`config.mk`:
```
export PLATFORM = sky130hd
export DESIGN_NAME = rr_arbiter8
export DESIGN_NICKNAME = d
export VERILOG_FILES = /design/src/rtl/rr_arb_pkg.sv /design/src/rtl/rr_pick8.sv /design/src/rtl/rr_arbiter8.sv
export SDC_FILE = /design/constraint.sdc
export NUM_CORES = 1
export LEC_CHECK = 0
export CELL_PAD_IN_SITES_DETAIL_PLACEMENT = 2
export CELL_PAD_IN_SITES_GLOBAL_PLACEMENT = 2
export CORE_MARGIN = 2
export CORE_UTILIZATION = 30
export CTS_BUF_LIST = sky130_fd_sc_hd__clkbuf_4 sky130_fd_sc_hd__clkbuf_8
export DETAILED_ROUTE_END_ITERATION = 16
export GPL_TIMING_DRIVEN = 0
export PLACE_DENSITY_LB_ADDON = 0.1
export SYNTH_ARGS = -nofsm -noshare
export SYNTH_HDL_FRONTEND = slang
export SYNTH_HIERARCHICAL = 1
export SYNTH_SLANG_ARGS = --single-unit
```
`constraint.sdc`:
```
create_clock -name clk -period 9.2 [get_ports clk]
set_input_delay 0.92 -clock clk [delete_from_list [all_inputs] [get_ports clk]]
set_output_delay 0.92 -clock clk [all_outputs]
set_load 0.01 [all_outputs]
```
`src/rtl/rr_arb_pkg.sv`:
```
// Shared definitions for the 8-way round-robin arbiter: sizes, FSM states
// and the index-to-one-hot helper used when a grant is issued.
package rr_arb_pkg;

  localparam int N        = 8;
  localparam int IDX_W    = 3;
  localparam int MAX_HOLD = 16;
  localparam int CNT_W    = 5;

  typedef enum logic {
    IDLE  = 1'b0,
    GRANT = 1'b1
  } state_t;

  // Expand a binary requester index into its one-hot grant vector.
  function automatic logic [N-1:0] onehot(input logic [IDX_W-1:0] idx);
    return {{(N-1){1'b0}}, 1'b1} << idx;
  endfunction

endpackage

```
`src/rtl/rr_pick8.sv`:
```
// Round-robin selector: rotates the request vector so that bit ptr lands at
// position 0, picks the lowest set bit, encodes it 8x3 and rotates the index
// back by adding ptr modulo 8.
module rr_pick8
  import rr_arb_pkg::*;
(
  input  logic [N-1:0]     req,
  input  logic [IDX_W-1:0] ptr,
  output logic [IDX_W-1:0] sel,
  output logic             any
);

  logic [2*N-1:0]   req_dbl;
  logic [N-1:0]     rot;
  logic [N-1:0]     first;
  logic [IDX_W-1:0] enc;

  // Doubling the vector turns the circular rotate into a plain part-select.
  assign req_dbl = {req, req};
  assign rot     = req_dbl[ptr +: N];

  // Isolate the lowest set bit of the rotated vector.
  assign first = rot & (-rot);

  // 8x3 one-hot encoder: OR together the indices of the set bits.
  always_comb begin
    // NOTE: every combinational output gets a default before any branch so no latch can be inferred.
    enc = '0;
    for (int i = 0; i < N; i++) begin
      if (first[i]) enc = enc | IDX_W'(i);
    end
  end

  // Undo the rotation; the 3-bit add wraps modulo 8 naturally.
  assign sel = enc + ptr;
  assign any = |req;

endmodule

```
`src/rtl/rr_arbiter8.sv`:
```
// Eight-requester round-robin arbiter. A grant is held until the owner
// raises done, drops its request, or has held the resource for MAX_HOLD
// cycles. Every grant is followed by at least one idle cycle, and the
// requester just served becomes lowest priority for the next arbitration.
module rr_arbiter8
  import rr_arb_pkg::*;
(
  input  logic             clk,
  input  logic             rst,
  input  logic [N-1:0]     req,
  input  logic             done,
  output logic [N-1:0]     grant,
  output logic [IDX_W-1:0] grant_idx,
  output logic             grant_valid,
  output logic             timeout
);

  state_t           state, state_d;
  logic [IDX_W-1:0] ptr, ptr_d;
  logic [CNT_W-1:0] hold_cnt, hold_cnt_d;
  logic [N-1:0]     grant_d;
  logic [IDX_W-1:0] grant_idx_d;
  logic             grant_valid_d;
  logic             timeout_d;

  logic [IDX_W-1:0] sel;
  logic             any;
  logic             owner_release;
  logic             hit_max;
  logic             release_now;

  rr_pick8 u_pick (
    .req (req),
    .ptr (ptr),
    .sel (sel),
    .any (any)
  );

  // A voluntary release (done, or the owner dropping its request) always
  // takes precedence over the hold limit, so timeout only fires without one.
  assign owner_release = done | ~req[grant_idx];
  assign hit_max       = (hold_cnt == CNT_W'(MAX_HOLD - 1));
  assign release_now   = owner_release | hit_max;

  // State and registered outputs; reset is synchronous and clears everything.
  always_ff @(posedge clk) begin
    // NOTE: sequential state uses non-blocking assignments so all registers update from pre-edge values.
    if (rst) begin
      state       <= IDLE;
      ptr         <= '0;
      hold_cnt    <= '0;
      grant       <= '0;
      grant_idx   <= '0;
      grant_valid <= 1'b0;
      timeout     <= 1'b0;
    end else begin
      state       <= state_d;
      ptr         <= ptr_d;
      hold_cnt    <= hold_cnt_d;
      grant       <= grant_d;
      grant_idx   <= grant_idx_d;
      grant_valid <= grant_valid_d;
      timeout     <= timeout_d;
    end
  end

  // Next-state logic: arbitrate from IDLE, return to IDLE on any release.
  always_comb begin
    state_d = state;
    case (state)
      IDLE:    if (any) state_d = GRANT;
      GRANT:   if (release_now) state_d = IDLE;
      default: state_d = IDLE;
    endcase
  end

  // Output and datapath values to be registered at the next edge.
  always_comb begin
    ptr_d         = ptr;
    hold_cnt_d    = hold_cnt;
    grant_d       = grant;
    grant_idx_d   = grant_idx;
    grant_valid_d = grant_valid;
    timeout_d     = 1'b0;
    case (state)
      IDLE: begin
        hold_cnt_d = '0;
        if (any) begin
          grant_d       = onehot(sel);
          grant_idx_d   = sel;
          grant_valid_d = 1'b1;
        end else begin
          grant_d       = '0;
          grant_idx_d   = '0;
          grant_valid_d = 1'b0;
        end
      end
      GRANT: begin
        if (release_now) begin
          grant_d       = '0;
          grant_idx_d   = '0;
          grant_valid_d = 1'b0;
          hold_cnt_d    = '0;
          ptr_d         = grant_idx + IDX_W'(1);
          timeout_d     = ~owner_release;
        end else begin
          hold_cnt_d = hold_cnt + CNT_W'(1);
        end
      end
      default: begin
        grant_d       = '0;
        grant_idx_d   = '0;
        grant_valid_d = 1'b0;
        hold_cnt_d    = '0;
      end
    endcase
  end

endmodule
```
==> key figures, run 1 <==
Floorplanning
  • Cell row count: 26
  • Top Ports: 24
  • Initial Utilization: a little under a third
  • Horiz. Die Dim: between 70 and 80 um
  • Die Span Y: approximately 77 um
  • Die area: 5880 um^2
  • Core ar.: 5110 um^2

Place
  • Placed Instances: 250
  • Input/output buffers: 23
  • RePlAce Congestion: around 0.81
  • Detail Placement HPWL: 3.73 mm

Finish
  • Post-Layout Cell Count: 254
  • Post-layout net count: between 200 and 250
  • Layout cells sized above 1: 14.1%
  • Antenna Cells: 0
  • Fillers: 581
  • Area Overhead vs Synth: 24.6%

GRT
  • Global-route usage over all layers: between 10% and 20%
  • First-pass GRT wire length: between 8 and 9 mm
  • Largest net degree at the start of global routing: 14
  • Antenna violations before repair: 0
  • GRT overflow: 0
  • Vias in the first global route: about 1600

Power and ir drop
  • Power per cell area: ~170 nW/um^2
  • P_sw: ~110 uW
  • Pleak: roughly 0.76 nW
  • Pint: about 220 uW
  • Pwr Total: 331 uW
  • Seq pwr share: about a third
  • VDD IR max: approximately 140 uV
  • Comb pwr share: a little under two fifths
  • Switching Share: 32.4%
  • Clock share of power: 27.4%

Logic synthesis
  • Sequential fraction of the synthesis area: about 28%
  • Ys flop type: dfxtp_1
  • Top post-synthesis cells by count: 22 x dfxtp_1, 12 x mux2i_1, 10 x nor2_1
  • Mapped Area: roughly 1600 um^2
  • Syn_area_per_cell: 10.1 um^2
  • Top post-synthesis cells by area: dfxtp_1 28%, mux2i_1 7.6%, mux4_2 5.7%
  • #FFs+latches synth: 22
  • Cells after synthesis: about 160
  • Dominant cell type by area after synthesis: dfxtp_1
  • Synth unique cells: 46
  • Number of synthesized flops with an enable pin: 0
  • Post-synth ARST share: 0%
  • Count leader, synth: dfxtp_1
  • Yosys top cell area share: approximately 28%
  • Syn Nets: between 150 and 200
  • YS warnings: 6

Timing
  • Fin crit share: a little under half
  • Unrepaired setup endpoints after global routing: false
  • Skew final: 8.03 ps
  • Slew margin rel.: 49.1%
  • Fin Setup TNS: 0 ps
  • Max Freq: ~240 MHz
  • Setup violators final: 0
  • Count of pins over their slew limit: 0
  • Final hold violations: 0
  • Slew @ Worst Pin: 756 ps
  • Final worst path period need: between 4000 and 5000 ps

Clock tree
  • Root Buffer: clkbuf_8
  • CTS Buf Count: 3
  • Clk_lat worst skew: 270 ps
  • # resized after CTS: 0
  • Longest Clk Path Bufs: 2
  • H-tree depth: 1
  • CTS tree: built
  • CTS Hold Bufs: 0
  • Clock sink total: 22
  • CTS clk-pin slew, worst paths: around 80 ps
  • Postcts setup bufs: 0

Routing
  • DRT iter0 DRCs: 44
  • WL/cell: ~19 um
  • Total number of vias: 1387
  • ANT nets after route: 0
  • DR vias/cell: 5.46
  • TritonRoute pass-1 iters: 4
  • Drt total wl: just under 5 mm
  • DRC Markers: 0

Worst setup path
  • CP Max Fanout: 9
  • Worst Path Buf+Inv: 1
  • CP arrival: 4320 ps
  • CP Data Required Time: between 9000 and 10000 ps
  • Crit path largest cell delay: slightly above 700 ps
  • CP delay by family, top: simple AND/OR/NAND/NOR gates
  • Worst setup EP type: flop
  • CP max stage cell: nor4_1
  • Crit start category: primary input
  • CP cell instances: clkdlybuf4s50_1, and3b_1, a2111oi_0, nor4_1, a21oi_1, o32ai_1, ha_1, fa_1, xor2_1, xnor2_1, and2_1, a32o_1
  • Worst setup path class: in2reg

Worst hold path
  • Hold Path Class: reg2reg

Status
  • Status: complete, no violations

Flow run
  • MaxCap Viol Count: 0
## cells by family after synthesis
group / Yosys count / synth area share [%]
and+or+nand+nor: 48 / 17.4
adders and majority gates: 5 / 4.42
DFF: 22 / 27.8
xor gates and xnor gates: 6 / 3.32
AOI/OAI and AO/OA: 34 / 17.6
buffers and inverters: 14 / 6.00
muxes: 28 / 23.5
## layout by cell type (no fill, tap or decap), types with 2 or more instances in the layout
cell type,n
mux2_2,5
nor4_1,3
xnor2_1,3
and2_1,5
clkbuf_8,3
ha_1,4
or2_2,2
a2111oi_0,4
inv_1,6
and3b_1,4
mux2i_1,12
xor2_1,3
nor2b_1,9
a22o_1,8
mux2_1,3
and4_1,2
buf_6,4
a21o_1,2
clkdlybuf4s50_1,23
o32ai_1,3
a31oi_1,2
nand2_1,6
nor2_1,10
mux2_4,3
nand2b_1,3
a32o_1,2
a21oi_1,4
mux4_2,4
dfxtp_1,22
## final cells by class
| cell class | count | area (um^2) | share of cell area [%] |
|---|---|---|---|
| plain buffers | 8 | 72.6 | 3.68 |
| well taps | 70 | 87.6 | 4.44 |
| clock inverters | 1 | 30.0 | 1.52 |
| multi-input cells | 121 | 1050 | 53.1 |
| inverters | 6 | 22.5 | 1.14 |
| clock buffers | 3 | 41.3 | 2.09 |
| flip-flops and latches | 22 | 440 | 22.3 |
| repair buffers | 23 | 230 | 11.7 |
## flip-flops by register name, summed over array words and instances (netlist names)
register     flops
grant            8
grant_idx        3
grant_valid      1
hold_cnt         5
ptr              3
state            1
timeout          1
## power groups by stage
stage	registers [mW]	logic [mW]	clock network, mW
after floorplan	0.116	0.0810	0
after global placement	0.114	0.120	0
after detailed placement	0.115	0.127	0
after CTS	0.114	0.128	0.0928
after global routing	0.115	0.140	0.0982
final	0.113	0.127	0.0906
## path summary, 6_finish.rpt
kind / start / end / slack [ps] / depth (start not counted)
worst max-delay path: req[6] / grant[7] / 5050 / 12
worst min-delay path: hold_cnt[0] / hold_cnt[0] / 460 / 1
worst max register to register: ptr[1] / grant[7] / 5610 / 14
worst min register to register: hold_cnt[0] / hold_cnt[0] / 460 / 1
## worst reg2reg max path: cells and delay by family (launching register included)
kind,cells,cell delay [ps]
AO/OA/AOI/OAI,3,890
AND/OR/NAND/NOR,2,330
buffers and inverters,3,570
XOR/XNOR,2,290
flip-flops,1,440
adder cells (fa/ha/maj),2,410
multiplexers,2,580
## routing by layer
layer  GRT usage [%]  share of wire (%)  wire length, um  up-vias
met4            2.73               0.58               28        0
li1                -                  -                -      650
met5               0                  0                0        -
met3            2.71                1.8               85        5
met1            20.5                 42             2030      717
met2            34.6                 56             2680       15
## metrics by stage
step | setup WS (ps) | hold WS, ps | instance area, um^2 | utilization [%]
floorplan | 5930 | 420 | 1580 | -
global placement | 4890 | 430 | 1900 | 37.2
detailed placement | 4790 | 451 | 1900 | 37.2
CTS | 5060 | 464 | 1970 | 38.6
global route | 4820 | 495 | 1970 | 38.6
finish | 5050 | 460 | 1970 | 38.6
Power figures use the tool's default switching activity.
==> inputs of run 2 (changes only) <==
==> constraint.sdc (replaced) <==
create_clock -name clk -period 3.94 [get_ports clk]
set_input_delay 0.394 -clock clk [delete_from_list [all_inputs] [get_ports clk]]
set_output_delay 0.394 -clock clk [all_outputs]
set_load 0.01 [all_outputs]
==> results of run 2 <==
The final DEF is identical to that of run 1. Status: complete, no violations.
Among the figures that moved: setup slack after placement 4790 ps -> 57.2 ps; setup slack after layout 5050 ps -> 320 ps; register-to-register setup slack 5610 ps -> 350 ps; total power 0.331 mW -> 0.772 mW; worst IR drop on VDD 136 uV -> 318 uV
==> inputs of run 3 (changes only) <==
--- a/config.mk
+++ b/config.mk
@@ -8,11 +8,12 @@
 export CELL_PAD_IN_SITES_DETAIL_PLACEMENT = 2
 export CELL_PAD_IN_SITES_GLOBAL_PLACEMENT = 2
 export CORE_MARGIN = 2
-export CORE_UTILIZATION = 30
+export CORE_UTILIZATION = 35
 export CTS_BUF_LIST = sky130_fd_sc_hd__clkbuf_4 sky130_fd_sc_hd__clkbuf_8
 export DETAILED_ROUTE_END_ITERATION = 16
-export GPL_TIMING_DRIVEN = 0
+export GPL_TIMING_DRIVEN = 1
 export PLACE_DENSITY_LB_ADDON = 0.1
+export SKIP_LAST_GASP = 1
 export SYNTH_ARGS = -nofsm -noshare
 export SYNTH_HDL_FRONTEND = slang
 export SYNTH_HIERARCHICAL = 1
==> run 3 against run 2 <==
  * Combinational power fell by 4%
  * Global-route usage rose by 2.9 points
  * Hold slack better by 10 ps
  * Clock power is 21% lower
  * Utilization rose by 5.3 points
  * Sequential cell count stayed put
  * Sequential share of layout area grew 0.72 points
  * Total power shrank 5.6%
  * Cell area down 3.1%
  * Fmax decreased by 0.78%
  * Via count shrank 2.3%
  * Critical path type is now reg2reg
  * Critical endpoint unchanged
  * Largest cell class unchanged
  * Highest routed layer unchanged
==> key figures, run 3 (same netlist as run 1, synthesis figures left out) <==
Worst setup path
  • CP cell instances: buf_12, mux2i_1, mux2i_1, o32ai_1, nand2_1, o32ai_1, ha_1, fa_1, xor2_1, xnor2_1, and2_1, a32o_1
  • R2R setup slack: ~290 ps
  • R2r startpoint: ptr[1]
  • Worst setup path class: reg2reg
  • CP Max Fanout: 15 (+6)
  • Crit start category: flop
  • CP arrival: between 3000 and 4000 ps
  • Capturing point of the worst reg2reg path: grant[7]
  • Worst setup EP type: flop
  • Worst Reg2Reg Path Length in Cells: 12 (-2)
  • Critical Path End: grant[7]
  • Setup crit start: ptr[1]
  • CP Data Required Time: ~4000 ps
  • Crit path largest cell delay: 800 ps (+90 ps)
  • CP max stage cell: dfxtp_1

Finish
  • Commonest non-fill, non-tap cell in the layout: clkdlybuf4s50_1
  • Area Overhead vs Synth: 20.7%
  • Largest registers: grant (8), hold_cnt (5)
  • Max reg flops: 8 (unchanged)
  • Layout cells sized above 1: 13.8% (-0.32 points)
  • Fillers: 482 (-17%)
  • Antenna Cells: 0 (unchanged)
  • Area of the multi-input gates: 1050 um^2 (unchanged)
  • Biggest register: grant
  • Seq. cell area: 440 um^2 (unchanged)
  • Commonest cells after routing, fill and taps aside: 23 x clkdlybuf4s50_1, 22 x dfxtp_1, 12 x mux2i_1, 10 x nor2_1, 9 x nor2b_1
  • Final Cell Area: 1910 um^2 (-3.1%)
  • Post-layout net count: 198 (-1.5%)

Clock tree
  • Root Buffer: clkbuf_8
  • Longest Clk Path Bufs: 2 (unchanged)
  • CTS Hold Bufs: 0 (unchanged)
  • Clk_lat worst skew: 270 ps (about the same)
  • CTS Buf Count: 3 (unchanged)
  • Postcts setup bufs: 0 (unchanged)
  • Clock sink total: 22 (unchanged)
  • # resized after CTS: 0 (unchanged)
  • CTS clk-pin slew, worst paths: 80 ps (about the same)
  • H-tree depth: 1 (unchanged)
  • CTS tree: built

Power and ir drop
  • Power per cell area: 381 nW/um^2
  • Clock share of power: 22.9% (-4.5 points)
  • P_sw: between 200 and 300 uW
  • Switching Share: a little over a third
  • Pint: around 470 uW
  • VDD IR max: 189 uV
  • Seq pwr share: 38.1% (+3.8 points)
  • Comb pwr share: 39.0% (+0.7 points)
  • Pleak: 0.742 nW (-2.5%)

Timing
  • Final worst path period need: 3650 ps
  • Slew @ Worst Pin: 737 ps (-19.3 ps)
  • Fin Setup TNS: 0 ps (unchanged)
  • Skew final: 1.94 ps (-6.09 ps)
  • Unrepaired setup endpoints after global routing: false
  • Max Freq: around 270 MHz
  • Final hold violations: 0 (unchanged)
  • WHS: 471 ps (+10.2 ps)
  • Slew margin rel.: 50.8% (+1.7 points)
  • Count of pins over their slew limit: 0 (unchanged)
  • Fin crit share: 92.6%
  • Setup violators final: 0 (unchanged)

Place
  • RePlAce Congestion: 0.830 (+2.5%)
  • Input/output buffers: 23 (unchanged)
  • Detail Placement HPWL: 3.59 mm (-3.7%)
  • Placed cell areas: 1860 um^2 (-2.4%)

Floorplanning
  • Core ar.: 4350 um^2 (-15%)
  • Top Ports: 24 (unchanged)
  • Die Span Y: 71.3 um (-7.0%)
  • Initial Utilization: 36.4% (+5.4 points)
  • Die area: 5080 um^2 (-14%)
  • Horiz. Die Dim: 71.3 um (-7.0%)
  • Cell row count: 24 (-7.7%)

Worst hold path
  • Hold Path Class: reg2reg
  • Worst hold start: grant_valid

Status
  • Status: complete, no violations

Routing
  • TritonRoute pass-1 iters: 4 (unchanged)
  • DRC Markers: 0 (unchanged)
  • Total number of vias: 1355 (-2.3%)
  • WL/cell: 21.0 um (+10%)
  • Drt total wl: 4.89 mm (+1.3%)
  • ANT nets after route: 0 (unchanged)
  • DRT iter0 DRCs: 42 (-4.5%)
  • DR vias/cell: 5.82 (+6.5%)

GRT
  • Largest net degree at the start of global routing: 19 (+5)
  • Global-route usage over all layers: 20.6% (+2.9 points)
  • GRT overflow: 0 (unchanged)
  • Antenna violations before repair: 0 (unchanged)
  • First-pass GRT wire length: 8.20 mm (-1.9%)
  • Vias in the first global route: 1479 (-5.8%)

Flow run
  • MaxCap Viol Count: 0 (unchanged)
run 3: cell count changes in the layout (fill, tap and decap cells not counted), sizes merged:
cell | previous run | this run
buf | 7 | 5
bufinv | 1 | 0
run 3: cell type report:
type,instances,share of cell area [%]
multi-input combinational,121,54.8
sequential,22,23.0
timing repair buffer,28,14.7
tap,52,3.40
clock buffer,4,2.88
inverter,6,1.18
run 3: critical path: cells and delay by family, from the launching register on:
kind	cells	cell delay, ps
AND/OR/NAND/NOR	2	320
XOR/XNOR	2	290
buffers and inverters	1	240
AO/OA/AOI/OAI	3	1020
adder cells (fa/ha/maj)	2	400
multiplexers	2	480
flip-flops	1	800
run 3: worst min-delay path by stage:
stage	cells past startpoint	endpoint	slack [ps]
floorplan	1	hold_cnt[0]	420
global placement	1	hold_cnt[0]	430
detailed placement	1	grant_valid	460
CTS	1	grant_valid	480
global route	1	grant_valid	500
finish	1	grant_valid	470
run 3: stage by stage:
stage	setup slack, ps	power (mW)	cells	utilization, %
2_1_floorplan	824	0.459	157	-
5_1_grt	66.5	0.770	233	43.9
3_3_place_gp	339	0.550	229	42.6
4_1_cts	315	0.735	233	43.9
6_report	292	0.729	233	43.9
3_5_place_dp	159	0.566	229	42.6
run 3: power by group through the flow:
stage / logic (mW) / registers (mW) / clock network, mW
after floorplan: 0.189 / 0.270 / 0
after global placement: 0.270 / 0.281 / 0
after detailed placement: 0.284 / 0.283 / 0
after CTS: 0.287 / 0.278 / 0.170
after global routing: 0.309 / 0.283 / 0.178
final: 0.285 / 0.278 / 0.167
run 3: per-layer routing:
layer	vias up	wire, um	track usage [%]
li1	642	-	-
met1	694	2330	29.1
met2	17	2420	34.7
met3	2	123	3.23
met4	0	14	1.89
met5	-	0	0
